--- config.mk ---
export PLATFORM = sky130hd
export DESIGN_NAME = alu_arbiter_flat
export DESIGN_NICKNAME = d
export VERILOG_FILES = /design/src/rtl/alu_pkg.sv /design/src/rtl/alu_arbiter_if.sv /design/src/rtl/rr_arb2.sv /design/src/rtl/alu_arbiter.sv /design/src/flat_wrapper.sv
export SDC_FILE = /design/constraint.sdc
export NUM_CORES = 1
export LEC_CHECK = 0
export CORE_AREA = 2 2 207 209
export DETAILED_ROUTE_END_ITERATION = 8
export DIE_AREA = 0 0 209 211
export PLACE_DENSITY = 0.61
export SLEW_MARGIN = 20
export SYNTH_ARGS = -nofsm -noshare
export SYNTH_HDL_FRONTEND = slang
export SYNTH_SLANG_ARGS = --single-unit
export TNS_END_PERCENT = 30
--- constraint.sdc ---
create_clock -name clk -period 2.1 [get_ports clk]
set_input_delay 0.42 -clock clk [delete_from_list [all_inputs] [get_ports clk]]
set_output_delay 0.42 -clock clk [all_outputs]
set_load 0.005 [all_outputs]
--- src/rtl/alu_pkg.sv ---
// ALU opcode encodings and legality check shared by the alu_arbiter slice.
package alu_pkg;

  typedef logic [3:0] alu_op_t;

  localparam alu_op_t ALU_AND = 4'b0000;
  localparam alu_op_t ALU_OR  = 4'b0001;
  localparam alu_op_t ALU_ADD = 4'b0010;
  localparam alu_op_t ALU_SUB = 4'b0110;
  localparam alu_op_t ALU_SLT = 4'b0111;
  localparam alu_op_t ALU_NOR = 4'b1100;

  function automatic logic alu_op_legal(input alu_op_t op);
    logic ok_s;
    case (op)
      ALU_AND, ALU_OR, ALU_ADD, ALU_SUB, ALU_SLT, ALU_NOR: ok_s = 1'b1;
      default: ok_s = 1'b0;
    endcase
    return ok_s;
  endfunction

endpackage

--- src/rtl/alu_arbiter_if.sv ---
// Request, response and ALU-side signals of alu_arbiter. slave = the arbiter,
// master = the requesters plus the external ALU.
interface alu_arbiter_if import alu_pkg::*; #(parameter int XLEN = 64) ();

  logic [1:0]      req_valid;
  logic [1:0]      req_ready;
  alu_op_t         req_op0;
  alu_op_t         req_op1;
  logic [XLEN-1:0] req_a0;
  logic [XLEN-1:0] req_b0;
  logic [XLEN-1:0] req_a1;
  logic [XLEN-1:0] req_b1;
  logic [1:0]      rsp_valid;
  logic [1:0]      rsp_ready;
  logic [XLEN-1:0] rsp_data;
  logic            rsp_zero;
  logic            rsp_err;
  logic [XLEN-1:0] alu_in1;
  logic [XLEN-1:0] alu_in2;
  alu_op_t         alu_op;
  logic [XLEN-1:0] alu_out;
  logic            alu_zflag;

  modport slave (
    input  req_valid, req_op0, req_op1, req_a0, req_b0, req_a1, req_b1,
    input  rsp_ready, alu_out, alu_zflag,
    output req_ready, rsp_valid, rsp_data, rsp_zero, rsp_err,
    output alu_in1, alu_in2, alu_op
  );

  modport master (
    output req_valid, req_op0, req_op1, req_a0, req_b0, req_a1, req_b1,
    output rsp_ready, alu_out, alu_zflag,
    input  req_ready, rsp_valid, rsp_data, rsp_zero, rsp_err,
    input  alu_in1, alu_in2, alu_op
  );

endinterface

--- src/rtl/rr_arb2.sv ---
// Two-way round-robin grant: a lone requester wins, contention goes to the
// requester that did not win last. No grant at all while en is low.
module rr_arb2 (
  input  logic [1:0] valid,
  input  logic       en,
  input  logic       last,
  output logic [1:0] gnt
);

  // grant decode
  always_comb begin
    gnt = 2'b00;
    if (en) begin
      case (valid)
        2'b01:   gnt = 2'b01;
        2'b10:   gnt = 2'b10;
        2'b11:   gnt = last ? 2'b01 : 2'b10;
        default: gnt = 2'b00;
      endcase
    end else begin
      gnt = 2'b00;
    end
  end

endmodule

--- src/rtl/alu_arbiter.sv ---
// Round-robin sharing of one external ALU between two requesters through an
// issue stage (S1) and a response stage (S2). Define ALU_ARB_OPCHECK_EN to flag illegal opcodes.
module alu_arbiter import alu_pkg::*; #(parameter int XLEN = 64) (
  input logic         clk,
  input logic         reset,
  alu_arbiter_if.slave bus
);

  logic            s1_valid_r;
  alu_op_t         s1_op_r;
  logic [XLEN-1:0] s1_a_r;
  logic [XLEN-1:0] s1_b_r;
  logic            s1_id_r;
  logic            s2_valid_r;
  logic [XLEN-1:0] s2_data_r;
  logic            s2_zero_r;
  logic            s2_err_r;
  logic            s2_id_r;
  logic            last_r;
  logic            adv1_s;
  logic            adv2_s;
  logic [1:0]      gnt_s;
  logic [XLEN-1:0] ld_data_s;
  logic            ld_zero_s;
  logic            ld_err_s;

  // S2 moves when empty or when its owner takes the result
  always_comb begin
    adv2_s = 1'b1;
    if (s2_valid_r) begin
      adv2_s = bus.rsp_ready[s2_id_r];
    end else begin
      adv2_s = 1'b1;
    end
  end

  assign adv1_s = ~s1_valid_r | adv2_s;

  // Grants are suppressed during reset so req_ready reads 0 throughout it.
  rr_arb2 u_arb (
    .valid (bus.req_valid),
    .en    (adv1_s & ~reset),
    .last  (last_r),
    .gnt   (gnt_s)
  );

  assign bus.req_ready = gnt_s;

  // result captured into S2: raw ALU output, or the forced error response
  always_comb begin
    ld_data_s = bus.alu_out;
    ld_zero_s = bus.alu_zflag;
    ld_err_s  = 1'b0;
`ifdef ALU_ARB_OPCHECK_EN
    if (!alu_op_legal(s1_op_r)) begin
      ld_data_s = {XLEN{1'b0}};
      ld_zero_s = 1'b1;
      ld_err_s  = 1'b1;
    end else begin
      ld_data_s = bus.alu_out;
      ld_zero_s = bus.alu_zflag;
      ld_err_s  = 1'b0;
    end
`endif
  end

  // issue stage and round-robin pointer
  always_ff @(posedge clk) begin
    if (reset) begin
      s1_valid_r <= 1'b0;
      s1_op_r    <= ALU_AND;
      s1_a_r     <= {XLEN{1'b0}};
      s1_b_r     <= {XLEN{1'b0}};
      s1_id_r    <= 1'b0;
      last_r     <= 1'b1;
    end else if (adv1_s) begin
      s1_valid_r <= |gnt_s;
      if (gnt_s[1]) begin
        s1_op_r <= bus.req_op1;
        s1_a_r  <= bus.req_a1;
        s1_b_r  <= bus.req_b1;
        s1_id_r <= 1'b1;
        last_r  <= 1'b1;
      end else if (gnt_s[0]) begin
        s1_op_r <= bus.req_op0;
        s1_a_r  <= bus.req_a0;
        s1_b_r  <= bus.req_b0;
        s1_id_r <= 1'b0;
        last_r  <= 1'b0;
      end
    end
  end

  // response stage; payload only reloads when S1 actually hands over an op
  always_ff @(posedge clk) begin
    if (reset) begin
      s2_valid_r <= 1'b0;
      s2_data_r  <= {XLEN{1'b0}};
      s2_zero_r  <= 1'b0;
      s2_err_r   <= 1'b0;
      s2_id_r    <= 1'b0;
    end else if (adv2_s) begin
      s2_valid_r <= s1_valid_r;
      if (s1_valid_r) begin
        s2_data_r <= ld_data_s;
        s2_zero_r <= ld_zero_s;
        s2_err_r  <= ld_err_s;
        s2_id_r   <= s1_id_r;
      end
    end
  end

  assign bus.rsp_valid = {s2_valid_r & s2_id_r, s2_valid_r & ~s2_id_r};
  assign bus.rsp_data  = s2_data_r;
  assign bus.rsp_zero  = s2_zero_r;
  assign bus.rsp_err   = s2_err_r;
  assign bus.alu_in1   = s1_a_r;
  assign bus.alu_in2   = s1_b_r;
  assign bus.alu_op    = s1_op_r;

endmodule

--- src/flat_wrapper.sv ---
// flat-port wrapper written by rule: the top's interface ports become plain ports
module alu_arbiter_flat import alu_pkg::*;
#(parameter int XLEN = 64)
  (clk, reset, bus_req_valid, bus_req_op0, bus_req_op1, bus_req_a0, bus_req_b0, bus_req_a1, bus_req_b1, bus_rsp_ready, bus_alu_out, bus_alu_zflag, bus_req_ready, bus_rsp_valid, bus_rsp_data, bus_rsp_zero, bus_rsp_err, bus_alu_in1, bus_alu_in2, bus_alu_op);
  alu_arbiter_if #(.XLEN(XLEN)) bus_i ();
  input logic clk;
  input logic reset;
  input wire logic [$bits(bus_i.req_valid)-1:0] bus_req_valid;
  input wire logic [$bits(bus_i.req_op0)-1:0] bus_req_op0;
  input wire logic [$bits(bus_i.req_op1)-1:0] bus_req_op1;
  input wire logic [$bits(bus_i.req_a0)-1:0] bus_req_a0;
  input wire logic [$bits(bus_i.req_b0)-1:0] bus_req_b0;
  input wire logic [$bits(bus_i.req_a1)-1:0] bus_req_a1;
  input wire logic [$bits(bus_i.req_b1)-1:0] bus_req_b1;
  input wire logic [$bits(bus_i.rsp_ready)-1:0] bus_rsp_ready;
  input wire logic [$bits(bus_i.alu_out)-1:0] bus_alu_out;
  input wire logic [$bits(bus_i.alu_zflag)-1:0] bus_alu_zflag;
  output wire logic [$bits(bus_i.req_ready)-1:0] bus_req_ready;
  output wire logic [$bits(bus_i.rsp_valid)-1:0] bus_rsp_valid;
  output wire logic [$bits(bus_i.rsp_data)-1:0] bus_rsp_data;
  output wire logic [$bits(bus_i.rsp_zero)-1:0] bus_rsp_zero;
  output wire logic [$bits(bus_i.rsp_err)-1:0] bus_rsp_err;
  output wire logic [$bits(bus_i.alu_in1)-1:0] bus_alu_in1;
  output wire logic [$bits(bus_i.alu_in2)-1:0] bus_alu_in2;
  output wire logic [$bits(bus_i.alu_op)-1:0] bus_alu_op;
  assign bus_i.req_valid = bus_req_valid;
  assign bus_i.req_op0 = bus_req_op0;
  assign bus_i.req_op1 = bus_req_op1;
  assign bus_i.req_a0 = bus_req_a0;
  assign bus_i.req_b0 = bus_req_b0;
  assign bus_i.req_a1 = bus_req_a1;
  assign bus_i.req_b1 = bus_req_b1;
  assign bus_i.rsp_ready = bus_rsp_ready;
  assign bus_i.alu_out = bus_alu_out;
  assign bus_i.alu_zflag = bus_alu_zflag;
  assign bus_req_ready = bus_i.req_ready;
  assign bus_rsp_valid = bus_i.rsp_valid;
  assign bus_rsp_data = bus_i.rsp_data;
  assign bus_rsp_zero = bus_i.rsp_zero;
  assign bus_rsp_err = bus_i.rsp_err;
  assign bus_alu_in1 = bus_i.alu_in1;
  assign bus_alu_in2 = bus_i.alu_in2;
  assign bus_alu_op = bus_i.alu_op;
  alu_arbiter #(.XLEN(XLEN)) u_core (.clk(clk), .reset(reset), .bus(bus_i));
endmodule
Yosys cells after proc, flatten, opt, wreduce, memory -nomap -nowiden --
Index checks and enable logic that the tools add are counted.
Storage, ports and cells: register bits after elaboration 202, bits of input ports 335, output and inout port bits 202
Operators by class: multiplexer cells 14, bitwise gates (word level) 7, eq/ne operators 3, order comparisons 1, reduce and logical (&&, ||, !) cells 4
Operators with widths (count):
- $mux W64 | 4
- $mux W4 | 2
- $pmux W2 S3 | 1
- $mux W1 | 5
- $eq A2 B2 Y1 const B | 2
- $mux W2 | 2
- $reduce_and A2 Y1 | 2
- $and A1 B1 Y1 | 3
- $not A1 Y1 | 3
- $eq A2 B1 Y1 const B | 1
- $lt A1 B2 Y1 const B | 1
- $reduce_bool A2 Y1 | 1
- $reduce_or A2 Y1 | 1
- $or A1 B1 Y1 | 1

Depth between registers and ports, before layout --
depth in word-level cells 8, mapped depth 7, mapped depth without buffers 3

Hierarchy --
Synthesis repeated with hierarchy kept, for this count alone.
Second synthesis, totals: cells, all modules 1033, area total of the unflattened synthesis 9675.5 um^2
By module, submodules not included:
- alu_arbiter | cells each 1028, instances 1, area each 9654.3 um^2, seq. area each 4043.9 um^2
- rr_arb2 | cells each 5, instances 1, area each 21.3 um^2, seq. area each 0.0 um^2

Worst setup path before layout --
Ideal clock, no wire load.
kind reg-to-output, start point register u_core.s1_valid_r, end point output port bus_req_ready[0], stages on the path, launching flop included 7, arrival 1.451 ns, required time 1.680 ns, slack 0.229 ns, path through dfxtp_1 > buf_2 > and2_1 > buf_4 > a221oi_4 > buf_2 > and2_1
On the way: cells in the longest elaborated chain, start to end 4
Ends and longest elaborated chain:
- from (decl) | RTL line alu_arbiter.sv:9 | logic s1_valid_r;
- from (signal assigned) | RTL line alu_arbiter.sv:77 | s1_valid_r <= |gnt_s;
- $not A1 Y1 | RTL line alu_arbiter.sv:37 | assign adv1_s = ~s1_valid_r | adv2_s;
- $or A1 B1 Y1 | RTL line alu_arbiter.sv:37
- $and A1 B1 Y1 | RTL line alu_arbiter.sv:42 | .en (adv1_s & ~reset),
- $mux W2 | RTL line rr_arb2.sv:13 | if (en) begin
- to (decl) | RTL line flat_wrapper.sv:18 | output wire logic [$bits(bus_i.req_ready)-1:0] bus_req_ready;
Every way passes these cells.

Final worst setup path --
start point register u_core.s2_id_r, end point output port bus_req_ready[0]
On the way: cells in the longest elaborated chain, start to end 6
Ends and longest elaborated chain:
- from (decl) | RTL line alu_arbiter.sv:18 | logic s2_id_r;
- from (signal assigned) | RTL line alu_arbiter.sv:108 | s2_id_r <= s1_id_r;
- $mux W1 (not written as such) (2 in a row) | RTL line alu_arbiter.sv:31 | adv2_s = bus.rsp_ready[s2_id_r];
- $mux W1 | RTL line alu_arbiter.sv:30 | if (s2_valid_r) begin
- $or A1 B1 Y1 | RTL line alu_arbiter.sv:37
- $and A1 B1 Y1 | RTL line alu_arbiter.sv:42
- $mux W2 | RTL line rr_arb2.sv:13
Every way passes these cells. The select of a mux whose other input is x is not followed.

==> flow_metrics.py <==
metrics = {
    "synth": {
        "synth.area.mux_share_pct": 6.51,
        "ys_seq_area_share_pct": 38.4,
        "yosys.area.top_type": "dfxtp_1",
        "ys.flop_type": "dfxtp_1",
        "synth_enable_flop_cells": 0,
        "synth_top_family_by_area": "compound AO/OA/AOI/OAI gates",
        "synth_nets": 1572,
        "netlist-cell-type-count": 28,
        "synthesis.area_sq_um": 10500,
        "syn-instance-count": 1237,
        "synthSimpleGateAreaFrac_pct": 14.5,
        "synth_top_cells_by_count": "dfxtp_1, inv_1, o22ai_1",
        "yosysWarningCount": 0,
        "yosys.area.top_type_share_pct": 38.4,
        "synth_fa_ha_area_share_pct": 0,
        "ys_top_cells_by_area": "dfxtp_1, a2111oi_0, a211oi_1",
        "synthXorXnorAreaFrac_pct": 0,
        "synthArstFlopShare_pct": 0,
        "syn_avg_cell_area_sq_um": 8.52,
        "synth_compound_area_share_pct": 29.1,
        "yosysMostFrequentCell": "dfxtp_1",
        "synth_seq_cells": 202,
    },
    "clock_network": {
        "cts_buffers": 26,
        "clk_pin_slew_ns": 0.06,
        "cts_tree": "yes",
        "clk_path_buf_depth": 3,
        "clkSinkCount": 202,
        "cts_root_buffer": "clkbuf_16",
        "h-tree-depth": 1,
        "worstSkewPairLatency_ns": 0.54,
    },
    "floorplanning": {
        "start_util_pct": 25.2,
        "die_w_microns": 209,
        "num_rows": 75,
        "core_area_sq_um": 41800,
        "dieHeight_microns": 211,
        "die-area_sq_um": 44100,
        "num_io_pins": 537,
    },
    "min_path": {
        "min_path_type": "primary input to register",
        "hold_start": "bus_alu_out[28]",
        "whs_path_depth": 3,
        "worstHoldEndpoint": "u_core.bus.rsp_data[28]",
    },
    "global_route": {
        "grt_pass1_wl_mm": 69.3,
        "grt_pass1_vias": 11700,
        "gr-total-overflow": 0,
        "grt_usage_pct": 19.5,
        "antenna_found_initial": 0,
        "grt_max_degree": 135,
    },
    "sta": {
        "finalSetupViolCount": 1,
        "rsz0062_at_grt": "true",
        "period_share_pct": 104,
        "clock.fmax_mhz": 459,
        "relSlewSlack_pct": 51.7,
        "slew_viol_final": 0,
        "worst_hold_slack_ns": 0.427,
        "fin_setup_tns_ns": -0.0806,
        "worst_slack_ns": -0.0806,
        "finalHoldViolCount": 0,
        "fin_crit_ns": 2.18,
        "skew_ns": 0.0160,
        "worstMarginPinSlew_ns": 0.725,
    },
    "setup_path": {
        "r2r_start": "u_core.s2_id_r",
        "critPathArrivalTime_ns": 1.76,
        "crit_fanout": 2,
        "ff2ff_path_depth": 7,
        "cp-start-kind": "register",
        "setup.worst_path.end_class": "output pin",
        "ff2ff_setup_slack_ns": 0.08,
        "path_class": "register to output pin",
        "r2r-end": "u_core.bus.alu_in1[43]",
        "required_ns": 1.68,
    },
    "final_layout": {
        "fillCellCount": 4102,
        "antenna_cells": 0,
        "syn_to_final_growth_pct": 66.9,
        "finalNetCount": 2044,
        "post_route_cells_drive_above_1_share_pct": 7.12,
    },
    "place": {
        "gp_congestion": 0.814,
        "hpwl_mm": 31.3,
        "io_buffers": 535,
    },
    "detailed_routing": {
        "route.detailed.drc": 0,
        "routed_wl_mm": 46.3,
        "drt-initial-drc-count": 781,
        "dr.pass1.iters": 5,
        "vias_per_cell": 5.20,
        "ant_nets": 0,
        "wl_per_cell_microns": 20.4,
        "vias": 11800,
    },
    "power_and_ir_drop": {
        "p_per_area_nw_per_um2": 672,
        "p_comb_share_pct": 24.6,
        "power.share.switching_pct": 27.5,
        "seqPwrFrac_pct": 37.2,
        "p_total_mw": 11.8,
        "power.internal_mw": 8.57,
        "clock_power_share_pct": 38.2,
        "p_switching_mw": 3.25,
        "leakage_nw": 6.42,
        "vdd_drop_max_uv": 526,
    },
    "run_status": {
        "violations": "setup timing",
        "status": "complete, but fails checks",
    },
    "flow_run": {
        "cap_violations": 0,
    },
}
[registers in the layout, indices dropped and copies added (netlist names)]
signal,cells
u_core.bus.alu_in1,64
u_core.bus.alu_in2,64
u_core.bus.alu_op,4
u_core.bus.rsp_data,64
u_core.bus.rsp_zero,1
u_core.last_r,1
u_core.s1_id_r,1
u_core.s1_valid_r,1
u_core.s2_id_r,1
u_core.s2_valid_r,1
[power by group through the flow]
stage	combinational, mW	clock (mW)	sequential (mW)
floorplan	1.07	0	4.46
global placement	2.84	0	4.45
detailed placement	2.86	0	4.47
CTS	2.88	4.65	4.39
global route	3.10	4.79	4.43
finish	2.91	4.52	4.39
[cell usage in the layout, fill, tap and decap left out, drive strengths merged, types with 3 or more instances in the layout]
cell type      Yosys  final
clkdlybuf4s50      0    530
dfxtp            202    202
inv              135    134
o22ai            133    133
nand3b           132    132
a211oi           132    132
nand2            132    132
a2111oi          132    132
mux2i             67     67
buf               58     65
clkbuf            97     45
clkinv             0      5
nor2               3      3
and2               3      3
[routing by layer]
layer  up-vias  global-route usage, %  part of all wire (%)
met3        80                   4.64                   7.4
met5         -                      0                     0
met1      5615                   24.9                    42
met4         0                   6.28                   3.1
li1       5587                      -                     -
met2       516                   32.6                    47
[layout make-up]
class                           count  area [sq um]  share of cell area, %
Inverter                          135           508                   2.89
Timing Repair Buffer              599          6110                   34.7
Clock buffer                       43           847                   4.82
Sequential cell                   202          4060                   23.1
Clock inverter                      4          20.0                  0.114
Multi-Input combinational cell    745          5380                   30.6
Tap cell                          539           674                   3.83
[cell families after synthesis]
kind of cell,Yosys count
AO/OA/AOI/OAI,404
buffers and inverters,290
flip-flops,202
multiplexers,68
other,1
AND/OR/NAND/NOR,272
[worst max-delay path by stage]
| stage | startpoint | end | slack (ns) |
|---|---|---|---|
| 6_report | u_core.s2_id_r | bus_req_ready[0] | -0.08 |
| 5_1_grt | u_core.s2_id_r | bus_req_ready[0] | -0.14 |
| 4_1_cts | u_core.s2_id_r | bus_req_ready[0] | -0.15 |
| 3_5_place_dp | bus_rsp_ready[0] | u_core.bus.alu_in2[53] | -0.40 |
| 3_3_place_gp | bus_rsp_ready[1] | bus_req_ready[0] | -0.32 |
| 2_1_floorplan | u_core.s1_valid_r | bus_req_ready[0] | 0.23 |
[metrics by stage]
stage | util [%] | cell area (sq um) | setup slack (ns) | instances
2_1_floorplan | - | 10500 | 0.229 | 1237
3_3_place_gp | 39.7 | 16600 | -0.316 | 2216
3_5_place_dp | 39.7 | 16600 | -0.398 | 2216
4_1_cts | 41.9 | 17500 | -0.151 | 2266
5_1_grt | 42.1 | 17600 | -0.142 | 2267
6_report | 42.1 | 17600 | -0.0806 | 2267
[worst max-delay path: stages, from the launching register on]
cell and delay, ns:
dfxtp_4 0.37, mux2i_4 0.21, buf_6 0.14, a221oi_4 0.24
and2_1 0.16, buf_2 0.11
[what timing repair did]
action,in CTS,in global routing
endpoints found under the setup margin,24,72
hold buffers,0,0
gates resized for setup,14,46
pin swaps,2,3
setup buffers,3,0
gates cloned,0,1
Note: power is estimated with default switching activity, not from simulation.
==> RTL change 1: new RTL, config.mk and constraints unchanged <==
The option `ALU_ARB_OPCHECK_EN` is turned on by a define.
--- a/src/rtl/alu_arbiter.sv
+++ b/src/rtl/alu_arbiter.sv
@@ -1,4 +1,6 @@
 // Round-robin sharing of one external ALU between two requesters through an
 // issue stage (S1) and a response stage (S2). Define ALU_ARB_OPCHECK_EN to flag illegal opcodes.
+`define ALU_ARB_OPCHECK_EN
+
 module alu_arbiter import alu_pkg::*; #(parameter int XLEN = 64) (
   input logic         clk,
Behaviour: not the same (a bounded check fails within 4 cycles, from zero or initial values and one cycle with reset high).
==> RTL change 1 against the original RTL <==
The flow still finishes with violations (setup timing). Synthesized area fell by 0.33%. Design area rose by 1.5%. Sequential cell count rose by 1. Wire length up 4.1%. Total power is 7.2% higher. Worst setup slack improved by 0.056 ns. Critical path depth unchanged. Utilization rose by 0.61 points. Largest power group unchanged.
==> RTL change 1: results (changes against the original RTL) <==
[metrics] run status: finished, violations left
[metrics] violated checks: setup timing
[metrics] Sw Pwr: 3440 uW (+6.0%)
[metrics] detailed-routed wire length on met3: 3700 um (+8.3%)
[metrics] worst supply voltage drop on vdd: 0.649 mV (+23%)
[metrics] arrival time reported for the critical path endpoint: 1.70 ns (-0.06 ns)
[metrics] metal2 WL: 22,400 um (+2.1%)
[metrics] Starting DRT DRC Count: 856 (+9.6%)
[metrics] Post-Syn Nets: 1,457 (-7.3%)
[metrics] starting utilization of the core area: 25.2% (-0.084 points)
[metrics] worst-case setup margin in the final layout: -0.0247 ns (+0.0559 ns)
[metrics] pin count of the biggest net entering global routing: 114 (-16%)
[metrics] non-filler instance count after layout: 2,159 (-4.8%)
[metrics] number of buffers inserted by port buffering: 536 (+0.19%)
[metrics] Worst-Margin Slew: 0.952 ns (+0.227 ns)
[metrics] CTS sink cnt: 203 (+0.50%)
[metrics] final setup skew: 0.0181 ns (+0.00205 ns)
[metrics] Synth area leaders: sky130_fd_sc_hd__dfxtp_1, sky130_fd_sc_hd__a211oi_1, sky130_fd_sc_hd__o31ai_1, sky130_fd_sc_hd__a2111oi_2, sky130_fd_sc_hd__or3_1
[metrics] vias per cell: 5.41 (+4.0%)
[metrics] WL/cell: 22.3 um (+9.3%)
[metrics] portion of the post-synthesis area used by sequential elements: 38.7% (+0.32 points)
[metrics] global-route wire length before repair: 71,300 um (+2.8%)
[metrics] FF-to-FF setup slack: 0.02 ns (-0.06 ns)
[metrics] most frequent cells after synthesis: sky130_fd_sc_hd__dfxtp_1, sky130_fd_sc_hd__inv_1, sky130_fd_sc_hd__a211oi_1, sky130_fd_sc_hd__o31ai_1, sky130_fd_sc_hd__or3_1
[metrics] number of cells produced by synthesis: 1,122 (-9.3%)
[metrics] setup-violating endpoint count in the final report: 2 (+1)
[metrics] aggregate negative setup slack: -0.0481 ns (+0.0325 ns)
[metrics] global placement routability congestion: 0.821 (+0.91%)
[metrics] First-pass DRT Iterations: 6 (+1)
[metrics] wire length on met1: 20,700 um (+5.6%)
[metrics] number of unique standard cell types used by synthesis: 37 (+32%)
[metrics] via count of the first global-routing pass: 11,720 (+0.18%)
[metrics] placed cells: 2,101 (-5.2%)
[metrics] filler cell count: 3,958 (-3.5%)
[metrics] proportion of layout cells with a drive suffix above 1: 11.8% (+4.7 points)
RTL change 1: worst reg2reg max path, cell delays in order (launching register included):
cell and delay, ns:
sky130_fd_sc_hd__dfxtp_4 0.38, sky130_fd_sc_hd__mux2i_4 0.32, sky130_fd_sc_hd__a221oi_4 0.10, sky130_fd_sc_hd__buf_4 0.14, sky130_fd_sc_hd__buf_4 0.15, sky130_fd_sc_hd__buf_12 0.17, sky130_fd_sc_hd__a2111oi_0 0.67
RTL change 1: repair_timing:
| item | CTS | global route |
|---|---|---|
| endpoints found under the setup margin | 32 | 54 |
| gates cloned | 1 | 3 |
| pin swaps | 4 | 8 |
| resized for setup | 19 | 21 |
| hold buffers | 0 | 0 |
| buffers inserted | 2 | 4 |
RTL change 1: through the flow:
stage / setup slack [ns] / hold slack, ns / instance area, um2 / util [%] / power [uW]
after floorplan: 0.178 / 0.443 / 10500 / - / 5630
after global placement: -0.452 / 0.446 / 16600 / 39.8 / 7480
after detailed placement: -0.478 / 0.454 / 16600 / 39.8 / 7510
after CTS: -0.101 / 0.269 / 17700 / 42.4 / 12700
after global routing: -0.0889 / 0.279 / 17800 / 42.7 / 13200
final: -0.0247 / 0.294 / 17800 / 42.7 / 12700
RTL change 1: cell type report:
| type | instances | area (um2) | share of cell area (%) |
|---|---|---|---|
| inverters | 137 | 514 | 2.88 |
| repair buffers | 606 | 6290 | 35.2 |
| well taps | 539 | 674 | 3.78 |
| flip-flops and latches | 203 | 4070 | 22.8 |
| clock inverters | 11 | 211 | 1.18 |
| multi-input cells | 626 | 5320 | 29.8 |
| clock buffers | 37 | 773 | 4.33 |
RTL change 1: final timing paths:
check	startpoint	to	depth (start not counted)
max	u_core.s2_id_r	bus_req_ready[1]	5
min	bus_req_valid[1]	u_core.s1_valid_r	4
max reg2reg	u_core.s2_id_r	u_core.bus.alu_in1[5]	6
min reg2reg	u_core.bus.rsp_data[56]	u_core.bus.rsp_data[56]	1
RTL change 1: cells by family (layout without fill, tap and decap cells):
group,after synthesis,in the layout,share of synthesized area (%)
AO/OA/AOI/OAI,475,475,40.7
buffers and inverters,293,791,11.5
AND/OR/NAND/NOR,147,147,8.63
XOR/XNOR,1,1,0.0834
flip-flops,203,203,38.7
multiplexers,3,3,0.417
RTL change 1: per-layer routing:
layer / GRT usage, % / vias up
li1: - / 5382
met2: 33.4 / 537
met4: 6.67 / 0
met5: 0 / -
met1: 26.1 / 5683
met3: 4.98 / 81
RTL change 1: power groups by stage:
stage,registers [uW],clock network (uW),logic (uW)
after CTS,4430,5250,3060
after floorplan,4490,0,1140
after detailed placement,4510,0,3010
after global routing,4470,5390,3310
final,4430,5140,3100
after global placement,4490,0,2990
==> RTL change 2: new RTL, same flow settings <==
Made on the original files. Reset style: asynchronous (`reset`), changed in 2 clocked blocks.
--- a/src/rtl/alu_arbiter.sv
+++ b/src/rtl/alu_arbiter.sv
@@ -66,5 +66,5 @@
 
   // issue stage and round-robin pointer
-  always_ff @(posedge clk) begin
+  always_ff @(posedge clk or posedge reset) begin
     if (reset) begin
       s1_valid_r <= 1'b0;
@@ -93,5 +93,5 @@
 
   // response stage; payload only reloads when S1 actually hands over an op
-  always_ff @(posedge clk) begin
+  always_ff @(posedge clk or posedge reset) begin
     if (reset) begin
       s2_valid_r <= 1'b0;
Function: differs if reset is asserted again (counterexample within 4 cycles, from zero or initial values and one cycle with reset high); with reset held inactive, the same outputs for 4 cycles.
==> RTL change 2 against the original RTL <==
Worst setup slack better by 0.11 ns. Sequential cell count stayed put. Wire length fell by 25%. Synthesized area shrank 18%. Die area unchanged. Design area is 9.2% lower. Sequential share of layout area grew 8.6 points. Critical path type unchanged.
Power is not compared: it rests on default switching activity, and its combinational part moved more than twofold at a synthesized area within 25%.
==> RTL change 2: results (changes against the original RTL) <==
[metrics] vias post-DR: 8,167 (-31%)
[metrics] worst min-delay path class: input port to asynchronous set/reset pin
[metrics] Post-DP HPWL: 26,200 um (-16%)
[metrics] r2r worst-path depth: 6 (-1)
[metrics] pin count of the biggest net entering global routing: 93 (-31%)
[metrics] Synth area leaders: sky130_fd_sc_hd__dfrtp_1, sky130_fd_sc_hd__a2bb2oi_1, sky130_fd_sc_hd__o32ai_1, sky130_fd_sc_hd__mux2_2, sky130_fd_sc_hd__clkbuf_1
[metrics] Final Net Count: 1,523 (-25%)
[metrics] First-pass DRT Iterations: 4 (-1)
[metrics] detailed-routed wire length on met3: 2870 um (-16%)
[metrics] dominant synthesized flop cell: sky130_fd_sc_hd__dfrtp_1
[metrics] Post-Syn Nets: 972 (-38%)
[metrics] met2 GRT Util: 26.6% (-5.9 points)
[metrics] area fraction in compound gates after synthesis: 27.9% (-1.2 points)
[metrics] met1 global-route usage: 17.1% (-7.8 points)
[metrics] post-place setup slack: -0.331 ns (+0.0670 ns)
[metrics] metal2 WL: 17,300 um (-21%)
[metrics] proportion of register bits with asynchronous set or reset after synthesis: 100% (+100 points)
[metrics] critical-path maximum fanout: 3 (+1)
[metrics] filler cell count: 4,040 (-1.5%)
[metrics] run status: finished clean
[metrics] portion of the post-synthesis area used by sequential elements: 58.7% (+20 points)
[metrics] share of power burned in the clock network: 24.4%
[metrics] clock buffer count from CTS: 25 (-3.8%)
[metrics] headroom to the max-slew limit: 31.4% (-20 points)
[metrics] total wire length: 34,800 um (-25%)
[metrics] global-route wire length before repair: 51,900 um (-25%)
[metrics] Starting DRT DRC Count: 445 (-43%)
[metrics] wire length on met1: 13,400 um (-31%)
[metrics] arrival time reported for the critical path endpoint: 1.65 ns (-0.11 ns)
[metrics] final setup skew: 0.0107 ns (-0.00535 ns)
[metrics] via count of the first global-routing pass: 8,780 (-25%)
[metrics] share of cell area taken by muxes after synthesis: 8.79% (+2.3 points)
[metrics] most frequent cells after synthesis: sky130_fd_sc_hd__dfrtp_1, sky130_fd_sc_hd__a2bb2oi_1, sky130_fd_sc_hd__o32ai_1, sky130_fd_sc_hd__mux2_2, sky130_fd_sc_hd__clkbuf_1
[metrics] total global routing track utilization: 15.0% (-4.5 points)
[metrics] global placement routability congestion: 0.770 (-5.5%)
## RTL change 2: area by class of cell
class | count | share of cell area [%]
Multi-Input combinational cell | 350 | 20.4
Clock buffer | 34 | 4.51
Clock inverter | 6 | 0.721
Sequential cell | 202 | 31.7
Timing Repair Buffer | 606 | 38.4
Inverter | 3 | 0.110
Tap cell | 539 | 4.22
## RTL change 2: critical path, cell delays in order, from the launching register on
cell	delay, ns
sky130_fd_sc_hd__dfrtp_1	0.42
sky130_fd_sc_hd__mux2i_2	0.17
sky130_fd_sc_hd__a31o_2	0.26
sky130_fd_sc_hd__nor3_2	0.15
sky130_fd_sc_hd__buf_2	0.13
## RTL change 2: path summary, 6_finish.rpt
path | from | endpoint | slack (ns)
worst max-delay path | u_core.s2_id_r | bus_req_ready[0] | 0.03
min in group clk | bus_alu_out[27] | u_core.bus.rsp_data[27] | 0.49
worst min-delay path | reset | u_core.bus.alu_in2[10] | 0.43
worst max register to register | u_core.s2_id_r | u_core.bus.alu_in2[45] | 0.27
worst min register to register | u_core.bus.rsp_data[17] | u_core.bus.rsp_data[17] | 0.50
max in group asynchronous | reset | u_core.bus.alu_in2[29] | 1.16
## RTL change 2: repair_timing
action                                  CTS  global route
resized for setup                        10             3
buffers inserted                          2             0
pin swaps                                 2             2
endpoints found under the setup margin    4             3
## RTL change 2: metrics by stage
step	cell area, um2	utilization (%)	hold slack [ns]	std cells
6_report	16000	38.2	0.434	1740
5_1_grt	16000	38.2	0.447	1740
2_1_floorplan	8610	-	0.465	637
3_5_place_dp	15100	36.2	0.484	1698
3_3_place_gp	15100	36.2	0.481	1698
4_1_cts	16000	38.2	0.416	1740
## RTL change 2: cell families after synthesis
family | after synthesis
other cells | 1
buf+inv | 85
mux | 67
simple gates | 8
flops | 202
compound gates | 274
